### src/rtl/jpeg_stream_packer_if.sv
// jpeg_stream_packer_if
// Groups the two streaming buses of the JPEG stream packer:
//   coder side  : in_data, in_valid, in_last  -> packer, in_hold  <- packer
//   buffer side : out_data, out_addr, out_valid <- packer, out_hold -> packer
// Modports:
//   slave  - the packer itself (sinks coder beats, sources buffer words)
//   master - the environment around it (coder + image buffer)
interface jpeg_stream_packer_if #(
    parameter int IN_BYTES  = 4,
    parameter int OUT_BYTES = 16,
    parameter int ADDR_W    = 20
);
    logic [8*IN_BYTES-1:0]  in_data;
    logic                   in_valid;
    logic                   in_last;
    logic                   in_hold;
    logic [8*OUT_BYTES-1:0] out_data;
    logic [ADDR_W-1:0]      out_addr;
    logic                   out_valid;
    logic                   out_hold;

    modport slave (
        input  in_data, in_valid, in_last, out_hold,
        output in_hold, out_data, out_addr, out_valid
    );

    modport master (
        output in_data, in_valid, in_last, out_hold,
        input  in_hold, out_data, out_addr, out_valid
    );
endinterface

### src/rtl/jpeg_stream_packer.sv
// jpeg_stream_packer
// Capture controller and width packer between the JPEG entropy-coder stream
// and the image buffer. It arms on request, starts capturing on frame start,
// packs IN_BYTES-wide coder beats into OUT_BYTES-wide words tagged with their
// byte address, and reports final size, completion and overflow.
// Ports:
//   clk               single clock
//   reset             synchronous, active-high
//   start_capture_in  arm request pulse (honoured in IDLE and DONE)
//   abort_in          abandon capture, back to IDLE next cycle
//   frame_start_in    frame start pulse, moves ARMED to CAPTURE
//   byte_swap_in      1: in_data MSB byte is the first stream byte
//   bus               coder/buffer streams (slave modport)
//   image_valid_out   capture complete
//   image_size_out    bytes accepted (unpadded), registered on DONE entry
//   overflow_out      sticky: a beat was dropped because the buffer is full
//   busy_out          state is ARMED, CAPTURE or FLUSH
module jpeg_stream_packer #(
    parameter int IN_BYTES  = 4,
    parameter int OUT_BYTES = 16,
    parameter int ADDR_W    = 20,
    parameter int BUF_BYTES = 65536
) (
    input  logic              clk,
    input  logic              reset,
    input  logic              start_capture_in,
    input  logic              abort_in,
    input  logic              frame_start_in,
    input  logic              byte_swap_in,
    jpeg_stream_packer_if.slave bus,
    output logic              image_valid_out,
    output logic [ADDR_W-1:0] image_size_out,
    output logic              overflow_out,
    output logic              busy_out
);

    localparam int IN_W  = 8 * IN_BYTES;
    localparam int OUT_W = 8 * OUT_BYTES;
    localparam int SLOTS = OUT_BYTES / IN_BYTES;

    localparam logic [ADDR_W-1:0] OFF_MASK      = ADDR_W'(OUT_BYTES - 1);
    localparam logic [ADDR_W-1:0] LAST_SLOT_OFF = ADDR_W'(OUT_BYTES - IN_BYTES);
    localparam logic [ADDR_W:0]   BUF_LIMIT     = (ADDR_W + 1)'(BUF_BYTES);
    localparam logic [ADDR_W:0]   IN_STEP       = (ADDR_W + 1)'(IN_BYTES);

    typedef enum logic [2:0] {
        ST_IDLE,
        ST_ARMED,
        ST_CAPTURE,
        ST_FLUSH,
        ST_DONE
    } state_t;

    state_t             state_q;
    logic [ADDR_W-1:0]  size_q;
    logic [OUT_W-1:0]   acc_q;
    logic               swap_q;
    logic [OUT_W-1:0]   out_data_q;
    logic [ADDR_W-1:0]  out_addr_q;
    logic               out_valid_q;
    logic               image_valid_q;
    logic [ADDR_W-1:0]  image_size_q;
    logic               overflow_q;
    logic               busy_q;

    logic               in_hold_c;
    logic               beat_accept;
    logic               beat_drop;
    logic               word_done;
    logic [ADDR_W-1:0]  lane_off;
    logic [ADDR_W-1:0]  word_base;
    logic [IN_W-1:0]    beat_ordered;
    logic [OUT_W-1:0]   acc_merged;

    // Back-pressure: hold the coder while waiting for a frame, while draining,
    // and while a finished word is stuck at the buffer. IDLE/DONE never hold
    // so a coder running outside a capture cannot deadlock.
    assign in_hold_c = (state_q == ST_ARMED) ||
                       (state_q == ST_FLUSH) ||
                       ((state_q == ST_CAPTURE) && out_valid_q && bus.out_hold);

    assign beat_accept = (state_q == ST_CAPTURE) && bus.in_valid && !in_hold_c;

    // Once overflow is flagged the size is frozen, so every later beat of the
    // frame is dropped as well.
    assign beat_drop = overflow_q || (({1'b0, size_q} + IN_STEP) > BUF_LIMIT);

    assign lane_off  = size_q & OFF_MASK;
    assign word_base = size_q & ~OFF_MASK;

    // A word goes out when this beat fills its top slot or when the frame ends
    // with the word partial; both together still produce a single word.
    assign word_done = (lane_off == LAST_SLOT_OFF) || bus.in_last;

    // Put the beat into stream order: byte j of beat_ordered is the j-th
    // stream byte. Uses the swap setting captured at frame start.
    always_comb begin
        beat_ordered = '0;
        for (int j = 0; j < IN_BYTES; j++) begin
            if (swap_q) begin
                beat_ordered[8*j +: 8] = bus.in_data[8*(IN_BYTES-1-j) +: 8];
            end else begin
                beat_ordered[8*j +: 8] = bus.in_data[8*j +: 8];
            end
        end
    end

    // Drop the ordered beat into the slot addressed by the current byte
    // offset. The accumulator is zero above the fill point, so a partial word
    // comes out with zero padding for free.
    always_comb begin
        acc_merged = acc_q;
        for (int s = 0; s < SLOTS; s++) begin
            if (lane_off == ADDR_W'(s * IN_BYTES)) begin
                acc_merged[s*IN_W +: IN_W] = beat_ordered;
            end
        end
    end

    // Capture FSM with all outputs registered. abort_in beats every other
    // event; otherwise a taken word drops out_valid unless a new word is
    // issued in the same cycle (the later assignment wins).
    always_ff @(posedge clk) begin
        if (reset) begin
            state_q       <= ST_IDLE;
            size_q        <= '0;
            acc_q         <= '0;
            swap_q        <= 1'b0;
            out_data_q    <= '0;
            out_addr_q    <= '0;
            out_valid_q   <= 1'b0;
            image_valid_q <= 1'b0;
            image_size_q  <= '0;
            overflow_q    <= 1'b0;
            busy_q        <= 1'b0;
        end else if (abort_in) begin
            state_q     <= ST_IDLE;
            out_valid_q <= 1'b0;
            acc_q       <= '0;
            busy_q      <= 1'b0;
        end else begin
            if (out_valid_q && !bus.out_hold) begin
                out_valid_q <= 1'b0;
            end

            case (state_q)
                ST_IDLE, ST_DONE: begin
                    if (start_capture_in) begin
                        state_q       <= ST_ARMED;
                        size_q        <= '0;
                        acc_q         <= '0;
                        image_valid_q <= 1'b0;
                        overflow_q    <= 1'b0;
                        busy_q        <= 1'b1;
                    end
                end

                ST_ARMED: begin
                    if (frame_start_in) begin
                        state_q <= ST_CAPTURE;
                        swap_q  <= byte_swap_in;
                    end
                end

                ST_CAPTURE: begin
                    if (beat_accept) begin
                        if (beat_drop) begin
                            overflow_q <= 1'b1;
                        end else begin
                            size_q <= size_q + ADDR_W'(IN_BYTES);
                            if (word_done) begin
                                out_data_q  <= acc_merged;
                                out_addr_q  <= word_base;
                                out_valid_q <= 1'b1;
                                acc_q       <= '0;
                            end else begin
                                acc_q <= acc_merged;
                            end
                        end
                        if (bus.in_last) begin
                            state_q <= ST_FLUSH;
                        end
                    end
                end

                ST_FLUSH: begin
                    if (!out_valid_q || !bus.out_hold) begin
                        state_q       <= ST_DONE;
                        image_valid_q <= 1'b1;
                        image_size_q  <= size_q;
                        busy_q        <= 1'b0;
                    end
                end

                default: begin
                    state_q <= ST_IDLE;
                    busy_q  <= 1'b0;
                end
            endcase
        end
    end

    assign bus.in_hold    = in_hold_c;
    assign bus.out_data   = out_data_q;
    assign bus.out_addr   = out_addr_q;
    assign bus.out_valid  = out_valid_q;
    assign image_valid_out = image_valid_q;
    assign image_size_out  = image_size_q;
    assign overflow_out    = overflow_q;
    assign busy_out        = busy_q;

endmodule

### src/flat_wrapper.sv
// flat-port wrapper written by rule: the top's interface ports become plain ports
module jpeg_stream_packer_flat 
#(
    parameter int IN_BYTES  = 4,
    parameter int OUT_BYTES = 16,
    parameter int ADDR_W    = 20,
    parameter int BUF_BYTES = 65536
)
  (clk, reset, start_capture_in, abort_in, frame_start_in, byte_swap_in, image_valid_out, image_size_out, overflow_out, busy_out, bus_in_data, bus_in_valid, bus_in_last, bus_out_hold, bus_in_hold, bus_out_data, bus_out_addr, bus_out_valid);
  jpeg_stream_packer_if #(.IN_BYTES(IN_BYTES), .OUT_BYTES(OUT_BYTES), .ADDR_W(ADDR_W)) bus_i ();
  input  logic clk;
  input  logic reset;
  input  logic start_capture_in;
  input  logic abort_in;
  input  logic frame_start_in;
  input  logic byte_swap_in;
  output logic image_valid_out;
  output logic [ADDR_W-1:0] image_size_out;
  output logic overflow_out;
  output logic busy_out;
  input wire logic [$bits(bus_i.in_data)-1:0] bus_in_data;
  input wire logic [$bits(bus_i.in_valid)-1:0] bus_in_valid;
  input wire logic [$bits(bus_i.in_last)-1:0] bus_in_last;
  input wire logic [$bits(bus_i.out_hold)-1:0] bus_out_hold;
  output wire logic [$bits(bus_i.in_hold)-1:0] bus_in_hold;
  output wire logic [$bits(bus_i.out_data)-1:0] bus_out_data;
  output wire logic [$bits(bus_i.out_addr)-1:0] bus_out_addr;
  output wire logic [$bits(bus_i.out_valid)-1:0] bus_out_valid;
  assign bus_i.in_data = bus_in_data;
  assign bus_i.in_valid = bus_in_valid;
  assign bus_i.in_last = bus_in_last;
  assign bus_i.out_hold = bus_out_hold;
  assign bus_in_hold = bus_i.in_hold;
  assign bus_out_data = bus_i.out_data;
  assign bus_out_addr = bus_i.out_addr;
  assign bus_out_valid = bus_i.out_valid;
  jpeg_stream_packer #(.IN_BYTES(IN_BYTES), .OUT_BYTES(OUT_BYTES), .ADDR_W(ADDR_W), .BUF_BYTES(BUF_BYTES)) u_core (.clk(clk), .reset(reset), .start_capture_in(start_capture_in), .abort_in(abort_in), .frame_start_in(frame_start_in), .byte_swap_in(byte_swap_in), .bus(bus_i), .image_valid_out(image_valid_out), .image_size_out(image_size_out), .overflow_out(overflow_out), .busy_out(busy_out));
endmodule
### config.mk
export PLATFORM = sky130hd
export DESIGN_NAME = jpeg_stream_packer_flat
export DESIGN_NICKNAME = d
export VERILOG_FILES = /design/src/rtl/jpeg_stream_packer_if.sv /design/src/rtl/jpeg_stream_packer.sv /design/src/flat_wrapper.sv
export SDC_FILE = /design/constraint.sdc
export NUM_CORES = 1
export LEC_CHECK = 0
export CORE_MARGIN = 1
export CORE_UTILIZATION = 53
export CTS_CLUSTER_DIAMETER = 120
export DETAILED_ROUTE_END_ITERATION = 7
export PLACE_DENSITY = 0.79
export RECOVER_POWER = 50
export SLEW_MARGIN = 20
export SYNTH_ARGS = -nofsm -noshare
export SYNTH_HDL_FRONTEND = slang
export SYNTH_SLANG_ARGS = --single-unit
### constraint.sdc
create_clock -name clk -period 3.8 [get_ports clk]
set_input_delay 0.38 -clock clk [delete_from_list [all_inputs] [get_ports clk]]
set_output_delay 0.38 -clock clk [all_outputs]
set_load 0.02 [all_outputs]
# Word-level counts from Yosys, hierarchy flattened

Cells that the tools add are included.

$lt $le $gt $ge: 1
Shift operators: 0
Bitwise logic cells: 3
Equal/unequal tests: 14
Mux-type cells: 37
Multiply operators: 0
Divide/modulo/power cells: 0
Reductions and logical operators: 29
Add/subtract/negate cells: 2

Operator list:

| kind                                                            | count |
|---|---|
| two-way mux 128 bit                                             | 4 |
| one-hot mux 128 bit (2 select lines)                            | 1 |
| two-way mux 32 bit                                              | 4 |
| two-way mux 20 bit                                              | 3 |
| one-hot mux 20 bit (2 select lines)                             | 1 |
| two-way mux 8 bit                                               | 4 |
| adder 20 x 3 -> 21 bit, second input constant                   | 1 |
| greater-than comparator 21 x 17 -> 1 bit, second input constant | 1 |
| adder 20 x 3 -> 20 bit, second input constant                   | 1 |
| zero test 20 bit                                                | 1 |
| AND reduction 5 bit                                             | 4 |
| two-way mux 3 bit                                               | 5 |
| one-hot mux 3 bit (4 select lines)                              | 1 |
| two-way mux 1 bit                                               | 11 |
| inequality test 2 bit, second input constant                    | 5 |
| AND reduction 3 bit                                             | 3 |
| equality test 4 bit, second input constant                      | 2 |
| AND reduction 4 bit                                             | 2 |
| equality test 3 x 2 -> 1 bit, second input constant             | 2 |
| OR reduction 2 bit                                              | 3 |
| logical AND 1 bit                                               | 5 |
| logical OR 1 bit                                                | 5 |
| equality test 4 x 3 -> 1 bit, second input constant             | 1 |
| inequality test 2 x 1 -> 1 bit, second input constant           | 2 |
| other kinds (8)                                                 | 14 |

ROM bits: 0
Bits in writable memories: 0
Bits in latches: 0
Input port bits: 41
Output and inout port bits: 173
Memories kept: 0
Flip-flop bits (word level): 320

# Depth between registers and ports, before layout

Gate-level depths: netlist of run 1.

Depth in word-level cells: 8
Mapped depth: 12

# Least setup slack after synthesis of run 1

No wires, ideal clock.

Path type: register to register
From: register u_core.size_q[3]
To: register u_core.out_data_q[81] (netlist: u_core.bus.out_data[81])
Arrival: 2538 ps
Path slack: 1130 ps
Period minus slack after synthesis: 2670 ps
Path buffers: 4
Stages on the path, launching flop included: 13
Library setup time: 132 ps
Cells stage by stage: dfxtp_1 > ha_1 > clkbuf_1 > nand3_1 > nor4_2 > mux2i_1 > nand3_1 > o41a_1 > buf_2 > buf_2 > buf_2 > nand2_1 > a21oi_1

Longest elaborated chain between the ends: 5

Ends and longest elaborated chain:

| element                                  | RTL line                  | text |
|---|---|---|
| start, declared                          | jpeg_stream_packer.sv:55  | `logic [ADDR_W-1:0] size_q;` |
| start signal, assigned                   | jpeg_stream_packer.sv:170 | `size_q <= size_q + ADDR_W'(IN_BYTES);` |
| adder 20 x 3 -> 21 bit                   | jpeg_stream_packer.sv:86  | `assign beat_drop = overflow_q \|\| (({1'b0, size_q} + IN_STEP) > BUF_LIMIT);` |
| greater-than comparator 21 x 17 -> 1 bit | jpeg_stream_packer.sv:86  |  |
| logical OR 1 bit                         | jpeg_stream_packer.sv:86  |  |
| NOT 1 bit (no line)                      | --                        |  |
| AND reduction 5 bit (no line)            | --                        |  |
| end signal, assigned                     | jpeg_stream_packer.sv:172 | `out_data_q <= acc_merged;` |
| end, declared                            | jpeg_stream_packer.sv:58  | `logic [OUT_W-1:0] out_data_q;` |

Several ways; a longest one is shown, not always the timed one.
A chain may end at the register's enable or synchronous reset.

# Worst setup path in the final report of run 1

From: register u_core.size_q[6]
To: register u_core.out_data_q[15] (netlist: u_core.bus.out_data[15])

Longest elaborated chain between the ends: 5

Ends and longest elaborated chain:

| element                                  | RTL line |
|---|---|
| adder 20 x 3 -> 21 bit                   | jpeg_stream_packer.sv:86 |
| greater-than comparator 21 x 17 -> 1 bit | jpeg_stream_packer.sv:86 |
| logical OR 1 bit                         | jpeg_stream_packer.sv:86 |
| NOT 1 bit (no line)                      | -- |
| AND reduction 5 bit (no line)            | -- |

Every way passes these cells.

==> impl_results.md, run 1 <==
- Status: finished, final reports clean
- Port Buffer Count: 207
- Fmax: 293.2 MHz
- Sequential power share: 49.1%
- Post-synth EDFFs: 0
- Period utilization: 89.75%
- Clk_lat worst skew: 0.52 ns
- Synth Warn #: 0
- Switching Power: 1.489 mW
- Initial DRC count: 946
- Layout area overhead: 25.27%
- Die width: 156.3 um
- Actual slew at the worst max-slew pin: 1.203 ns
- First-pass GRT wire length: 58210 um
- Sw Ratio: 22.01%
- Htree depth: 2
- Maximum vdd drop: 0.2634 mV
- Bufs on Longest Clock Path: 3
- Die ar.: 24430 um^2
- Clock Skew: 0.01773 ns
- Ranking of synthesized cells by area: dfxtp_1, nand2_1, o211ai_1
- Vias in the first global route: 10880
- Detail Placement HPWL: 23230 um
- Gate power share: 3.6%
- Total negative setup slack: 0 ns
- Crit path max fanout: 118
- Hold Crit Class: primary input to flop
- CP endpoint kind: flop
- Post-synth design cell area: 12620 um^2
- Postcts setup bufs: 0
- Asr flop ratio synth: 0%
- Clock slew at reported path FFs: 0.06 ns
- Post-Layout Cell Count: 1941
- Distinct cells, synth: 50
- DRC violations left: 0
- Post-detailed-routing wire length: 36690 um
- Placer Congestion: 0.8986
- Hold WS: 0.2732 ns
- Placed Cells: 1881
- Synth area leader: dfxtp_1
- Slew headroom: 19.83%
- Max Cap Viol: 0
- Final Hold Fails: 0
- Initial antenna violation count: 0
- Core Box Area: 23400 um^2
- Post-synth top cells: dfxtp_1, nand2_1, a21oi_1
- Final Critical Period: 3.410 ns
- Arrival time at the worst endpoint: 3.76 ns
- Setup slack after layout: 0.3895 ns
- First-pass iteration count of the detailed router: 5
- Cells after Synth: 1465
- Routed length per instance: 18.90 um
- Synthesized flop and latch total: 316
- Total track usage: 29.89%
- Layout Nets: 1643
- I/O pin count: 214
- Die Ht: 156.3 um
- Clock power share: 47.4%
- Top_reg_cell synth: dfxtp_1
- Yosys top cell area share: 50.13%
- CP required: 4.15 ns
- Startpoint Class: flop
- Critical setup path kind: flop to flop
- Vias: 11470
- ANT nets after route: 0
- Initial Utilization: 53.92%
- GRT overflow: 0
- Pin count of the biggest net entering global routing: 119
- Num rows: 56
- Most frequent cell after synthesis: dfxtp_1
- CTS Buf Count: 34
- CTS tree: yes
- Power Internal: 5.278 mW
- P_leak: 5.945 nW
- Setup violators final: 0
- TritonCTS Sinks: 316
- Post-place setup slack: 0.4295 ns
- Via density per instance: 5.909
- Clk root buf: clkbuf_16
- Final core occ: 67.55%
- Hold-fix buffers, CTS: 0
- Power per cell area: 428.1 nW/um^2
- Fin. max-slew vios: 0
- Layout cells sized above 1: 5.179%
- RSZ-0062 raised after global routing: no
- Cts repair resizes: 0
- Antenna diodes: 0
- Syn Area/Cell: 8.614 um^2
- FILL cells: 1891
- Register area share after synthesis: 50.13%
==> flip-flops by register name, indices dropped and copies added, names as in the netlist, 3 cells and up <==
| name | count |
|---|---|
| u_core.image_size_out | 18 |
| u_core.bus.out_data | 128 |
| u_core.state_q | 3 |
| u_core.size_q | 18 |
| u_core.acc_q | 128 |
| u_core.bus.out_addr | 16 |
==> placed cells by master, fill, tap and decap left out, drive strengths merged, types with 39 or more instances in the layout <==
| master | Yosys | final |
|---|---|---|
| o211ai | 130 | 130 |
| a22o | 96 | 96 |
| and3 | 42 | 42 |
| clkbuf | 97 | 58 |
| dfxtp | 316 | 316 |
| nor2 | 84 | 84 |
| a21oi | 174 | 174 |
| nand2 | 298 | 298 |
| clkdlybuf4s50 | 0 | 39 |
| dlygate4sd3 | 0 | 167 |
==> critical path, stage by stage, from the launching register on <==
cell and delay, ns:
dfxtp_1 0.51, nand4_1 0.36, nor4_1 0.46, mux2i_1 0.31, o21ai_2 0.15, o41a_2 0.74
buf_12 0.32, nand2_1 0.19, a21oi_1 0.09
==> layer usage <==
layer	track usage (%)	up-vias	wire length, um
li1	-	5446	-
met3	4.569	81	2502
met4	13.59	0	1425
met2	49.85	456	17610
met5	0	-	0
met1	38.10	5487	15150
==> path summary, 6_finish.rpt <==
path | from | end | slack, ns | depth (start not counted)
min reg2reg | u_core.bus.out_addr[13] | u_core.bus.out_addr[13] | 0.45 | 2
min | reset | u_core.image_size_out[17] | 0.27 | 2
max reg2reg | u_core.size_q[6] | u_core.bus.out_data[15] | 0.39 | 8
max | u_core.size_q[6] | u_core.bus.out_data[15] | 0.39 | 8
==> per-stage QoR <==
| stage | power, mW | area (um^2) |
|---|---|---|
| 2_1_floorplan | 3.521 | 12640 |
| 3_3_place_gp | 3.631 | 14750 |
| 3_5_place_dp | 3.634 | 14750 |
| 4_1_cts | 6.788 | 15840 |
| 5_1_grt | 6.957 | 15810 |
| 6_report | 6.768 | 15810 |
==> final cells by class <==
type                       instances  area (um^2)  share of cell area (%)
timing repair buffer             229         2258                   14.29
sequential                       316         6327                   40.02
multi-input combinational        997         5662                   35.81
clock buffer                      54         1007                   6.371
tap                              319        399.1                   2.525
inverter                          20        75.07                  0.4749
clock inverter                     6        80.08                  0.5065
==> power groups by stage <==
stage | logic (mW) | registers (mW) | clock network [mW]
3_5_place_dp | 0.241 | 3.39 | 0
5_1_grt | 0.257 | 3.32 | 3.38
2_1_floorplan | 0.130 | 3.39 | 0
4_1_cts | 0.243 | 3.32 | 3.22
3_3_place_gp | 0.238 | 3.39 | 0
6_report | 0.243 | 3.32 | 3.20
==> kinds of logic after synthesis <==
| family | Yosys count | synth area share, % |
|---|---|---|
| and+or+nand+nor | 491 | 16.70 |
| other | 1 | 0.02972 |
| muxes | 36 | 2.855 |
| buffers and inverters | 157 | 5.245 |
| AOI/OAI and AO/OA | 454 | 24.23 |
| adders and majority gates | 4 | 0.3966 |
| DFF | 316 | 50.13 |
| xor gates and xnor gates | 6 | 0.4164 |
Power figures use the tool's default switching activity.
==> inputs of run 2 (changes only) <==
- CORE_UTILIZATION: 53 -> 55
- CTS_BUF_LIST: default -> sky130_fd_sc_hd__clkbuf_4
- MAX_ROUTING_LAYER: default -> met4
- PLACE_DENSITY: 0.79 -> 0.81
==> run 2 against run 1 <==
  * Highest routed layer unchanged
  * First-iteration DRC count is 1.3% lower
  * Sequential share of layout area increased by 0.086 points
  * Sequential cell count stayed put
  * Clock power down 4%
  * Worst hold slack worse by 0.19 ns
  * Sequential power hardly changed
  * Total power is 2.1% lower
  * Count of clock-buffer cells in the layout increased by 67
  * Setup slack better by 0.13 ns
  * Largest power group unchanged
  * Cell area shrank 0.21%
  * Register-to-register slack better by 0.13 ns
  * Critical path depth increased by 1
==> impl_results.md, run 2 (same netlist as run 1, synthesis figures left out) <==
- Actual slew at the worst max-slew pin: 1.237 ns (+0.03413 ns)
- Post-Layout Cell Count: 1993 (+2.7%)
- Layout cells sized above 1: 9.959% (+4.8 points)
- Max stage delay on crit path: 0.51 ns (-0.23 ns)
- Layout area overhead: 25.00%
- Area occupied by multi-input gates: 5647 um^2 (-0.27%)
- CP endpoint kind: flop
- Initial antenna violation count: 1 (+1)
- Crit path max fanout: 32 (-73%)
- Placer Congestion: 0.9349 (+4.0%)
- Vias in the first global route: 11220 (+3.2%)
- Max Cap Viol: 0 (unchanged)
- Period utilization: 86.29% (-3.5 points)
- Die width: 153.5 um (-1.8%)
- Setup violators final: 0 (unchanged)
- Critical setup path kind: flop to flop
- Vias: 11780 (+2.7%)
- Cts repair resizes: 0 (unchanged)
- Port Buffer Count: 207 (unchanged)
- Sequential power share: 50.1% (+1.0 points)
- ANT nets after route: 0 (unchanged)
- Placed Cells: 1849 (-1.7%)
- Commonest cells after routing, fill and taps aside: dfxtp_1, nand2_1, a21oi_1
- Total negative setup slack: 0 ns (unchanged)
- Slowest stage cell, crit path: nor4_1
- Worst reg2reg startpoint: u_core.size_q[3]
- CTS Buf Count: 81 (+140%)
- FILL cells: 1805 (-4.5%)
- Initial Utilization: 55.91% (+2.0 points)
- Bufs on Longest Clock Path: 3 (unchanged)
- I/O pin count: 214 (unchanged)
- TritonCTS Sinks: 316 (unchanged)
- Maximum vdd drop: 0.2356 mV (-11%)
- Die Ht: 153.5 um (-1.8%)
- Pin count of the biggest net entering global routing: 83 (-30%)
- Routed length per instance: 18.38 um (-2.8%)
- Fmax: 305.0 MHz (+4.0%)
- First-pass iteration count of the detailed router: 7 (+2)
- Final Critical Period: 3.279 ns (-0.1316 ns)
- CTS tree: yes
- Initial DRC count: 934 (-1.3%)
- Total track usage: 31.91% (+2.0 points)
- RSZ-0062 raised after global routing: no
- CP required: 4.43 ns (+0.28 ns)
- Sw Ratio: 23.72% (+1.7 points)
- Startpoint Class: flop
- Clock power share: 46.2% (-1.2 points)
- Power Internal: 5.052 mW (-4.3%)
- Worst path cell trace: ha_1 -> nand3_1 -> nor4_1 -> mux2i_1 -> a31oi_1 -> o31ai_2 -> and4_1 -> buf_4 -> a22o_1
- R2r worst-path depth: 9 (+1)
- Num rows: 55 (-1.8%)
- WHS Path Cells: 2 (unchanged)
- Detail Placement HPWL: 23590 um (+1.6%)
- Setup slack, reg-to-reg: 0.52 ns (+0.13 ns)
- Htree depth: 3 (+1)
- Layout Nets: 1692 (+3.0%)
- Most common cell after layout, fill and taps aside: dfxtp_1
- Slew headroom: 16.85% (-3.0 points)
- DRC violations left: 0 (unchanged)
- Gate power share: 3.7% (about the same)
- Hold EP: u_core.image_size_out[14]
- GRT overflow: 0 (unchanged)
- Arrival time at the worst endpoint: 3.91 ns (+0.15 ns)
- Reg-to-reg critical path endpoint: u_core.acc_q[95]
- Hold_sp: reset
- Hold Crit Class: primary input to flop
- Post-detailed-routing wire length: 36640 um (-0.15%)
- Final core occ: 69.89% (+2.3 points)
- Clock Skew: 0.06083 ns (+0.04310 ns)
- Hold-fix buffers, CTS: 0 (unchanged)
- Core Box Area: 22570 um^2 (-3.6%)
- P_leak: 6.068 nW (+2.1%)
- Final Hold Fails: 0 (unchanged)
- Status: finished, final reports clean
- Clk root buf: clkbuf_4
- Via density per instance: 5.912 (about the same)
- Clk_lat worst skew: 0.72 ns (+0.20 ns)
- Switching Power: 1.571 mW (+5.5%)
- Register area: 6327 um^2 (unchanged)
- Postcts setup bufs: 0 (unchanged)
- Die ar.: 23550 um^2 (-3.6%)
- Fin. max-slew vios: 0 (unchanged)
- First-pass GRT wire length: 58630 um (+0.72%)
- Clock slew at reported path FFs: 0.07 ns (about the same)
- Power per cell area: 419.9 nW/um^2 (-1.9%)
==> run 2: changes by cell type in the layout (fill, tap and decap cells not counted), sizes merged <==
| cell | previous run | this run |
|---|---|---|
| clkbuf | 58 | 123 |
| clkinv | 4 | 14 |
| buf | 19 | 23 |
| bufinv | 1 | 3 |
| clkinvlp | 1 | 3 |
| inv | 20 | 22 |
| diode | 0 | 1 |
==> run 2: stage by stage <==
stage          cell area [um^2]  power [mW]  hold WS, ns  setup slack, ns
3_5_place_dp              14720       3.632       0.4434           0.6534
3_3_place_gp              14720       3.629       0.4377           0.7327
2_1_floorplan             12640       3.521       0.4427            1.130
6_report                  15780       6.624      0.08704           0.5211
4_1_cts                   15820       6.667      0.04588           0.6261
5_1_grt                   15780       6.859      0.06342           0.2630
==> run 2: power by group through the flow <==
stage / clock network (mW) / logic, mW / registers (mW)
2_1_floorplan: 0 / 0.130 / 3.39
3_3_place_gp: 0 / 0.237 / 3.39
3_5_place_dp: 0 / 0.240 / 3.39
4_1_cts: 3.11 / 0.241 / 3.32
5_1_grt: 3.28 / 0.259 / 3.31
6_report: 3.06 / 0.244 / 3.32
==> run 2: worst max-delay path by stage <==
stage | from | end | slack [ns] | cells after the start
3_5_place_dp | u_core.size_q[6] | u_core.size_q[6] | 0.65 | 7
2_1_floorplan | u_core.size_q[3] | u_core.bus.out_data[81] | 1.13 | 12
3_3_place_gp | u_core.size_q[6] | u_core.acc_q[42] | 0.73 | 8
6_report | u_core.size_q[3] | u_core.acc_q[95] | 0.52 | 9
5_1_grt | u_core.size_q[3] | u_core.acc_q[95] | 0.26 | 9
4_1_cts | u_core.size_q[3] | u_core.size_q[6] | 0.63 | 8
==> run 2: critical path, delay by kind of cell, from the launching register on <==
kind	cells	cell delay (ns)
AND/OR/NAND/NOR	3	1.02
AO/OA/AOI/OAI	3	0.59
flip-flops	1	0.49
multiplexers	1	0.42
buffers and inverters	1	0.39
adder cells (fa/ha/maj)	1	0.28
==> run 2: area by class of cell <==
class | instances | area share (%)
diodes | 1 | 0.01586
clock buffers | 121 | 5.758
clock inverters | 22 | 1.190
inverters | 20 | 0.4759
multi-input cells | 997 | 35.79
flip-flops and latches | 316 | 40.11
well taps | 285 | 2.260
repair buffers | 231 | 14.40
==> run 2: metal layers <==
metal | GRT usage, % | routed length (um) | vias to the layer above
li1 | - | - | 5612
met1 | 39.63 | 15090 | 5518
met2 | 48.38 | 16660 | 554
met3 | 6.011 | 2945 | 99
met4 | 19.00 | 1941 | 0
met5 | - | 0 | -
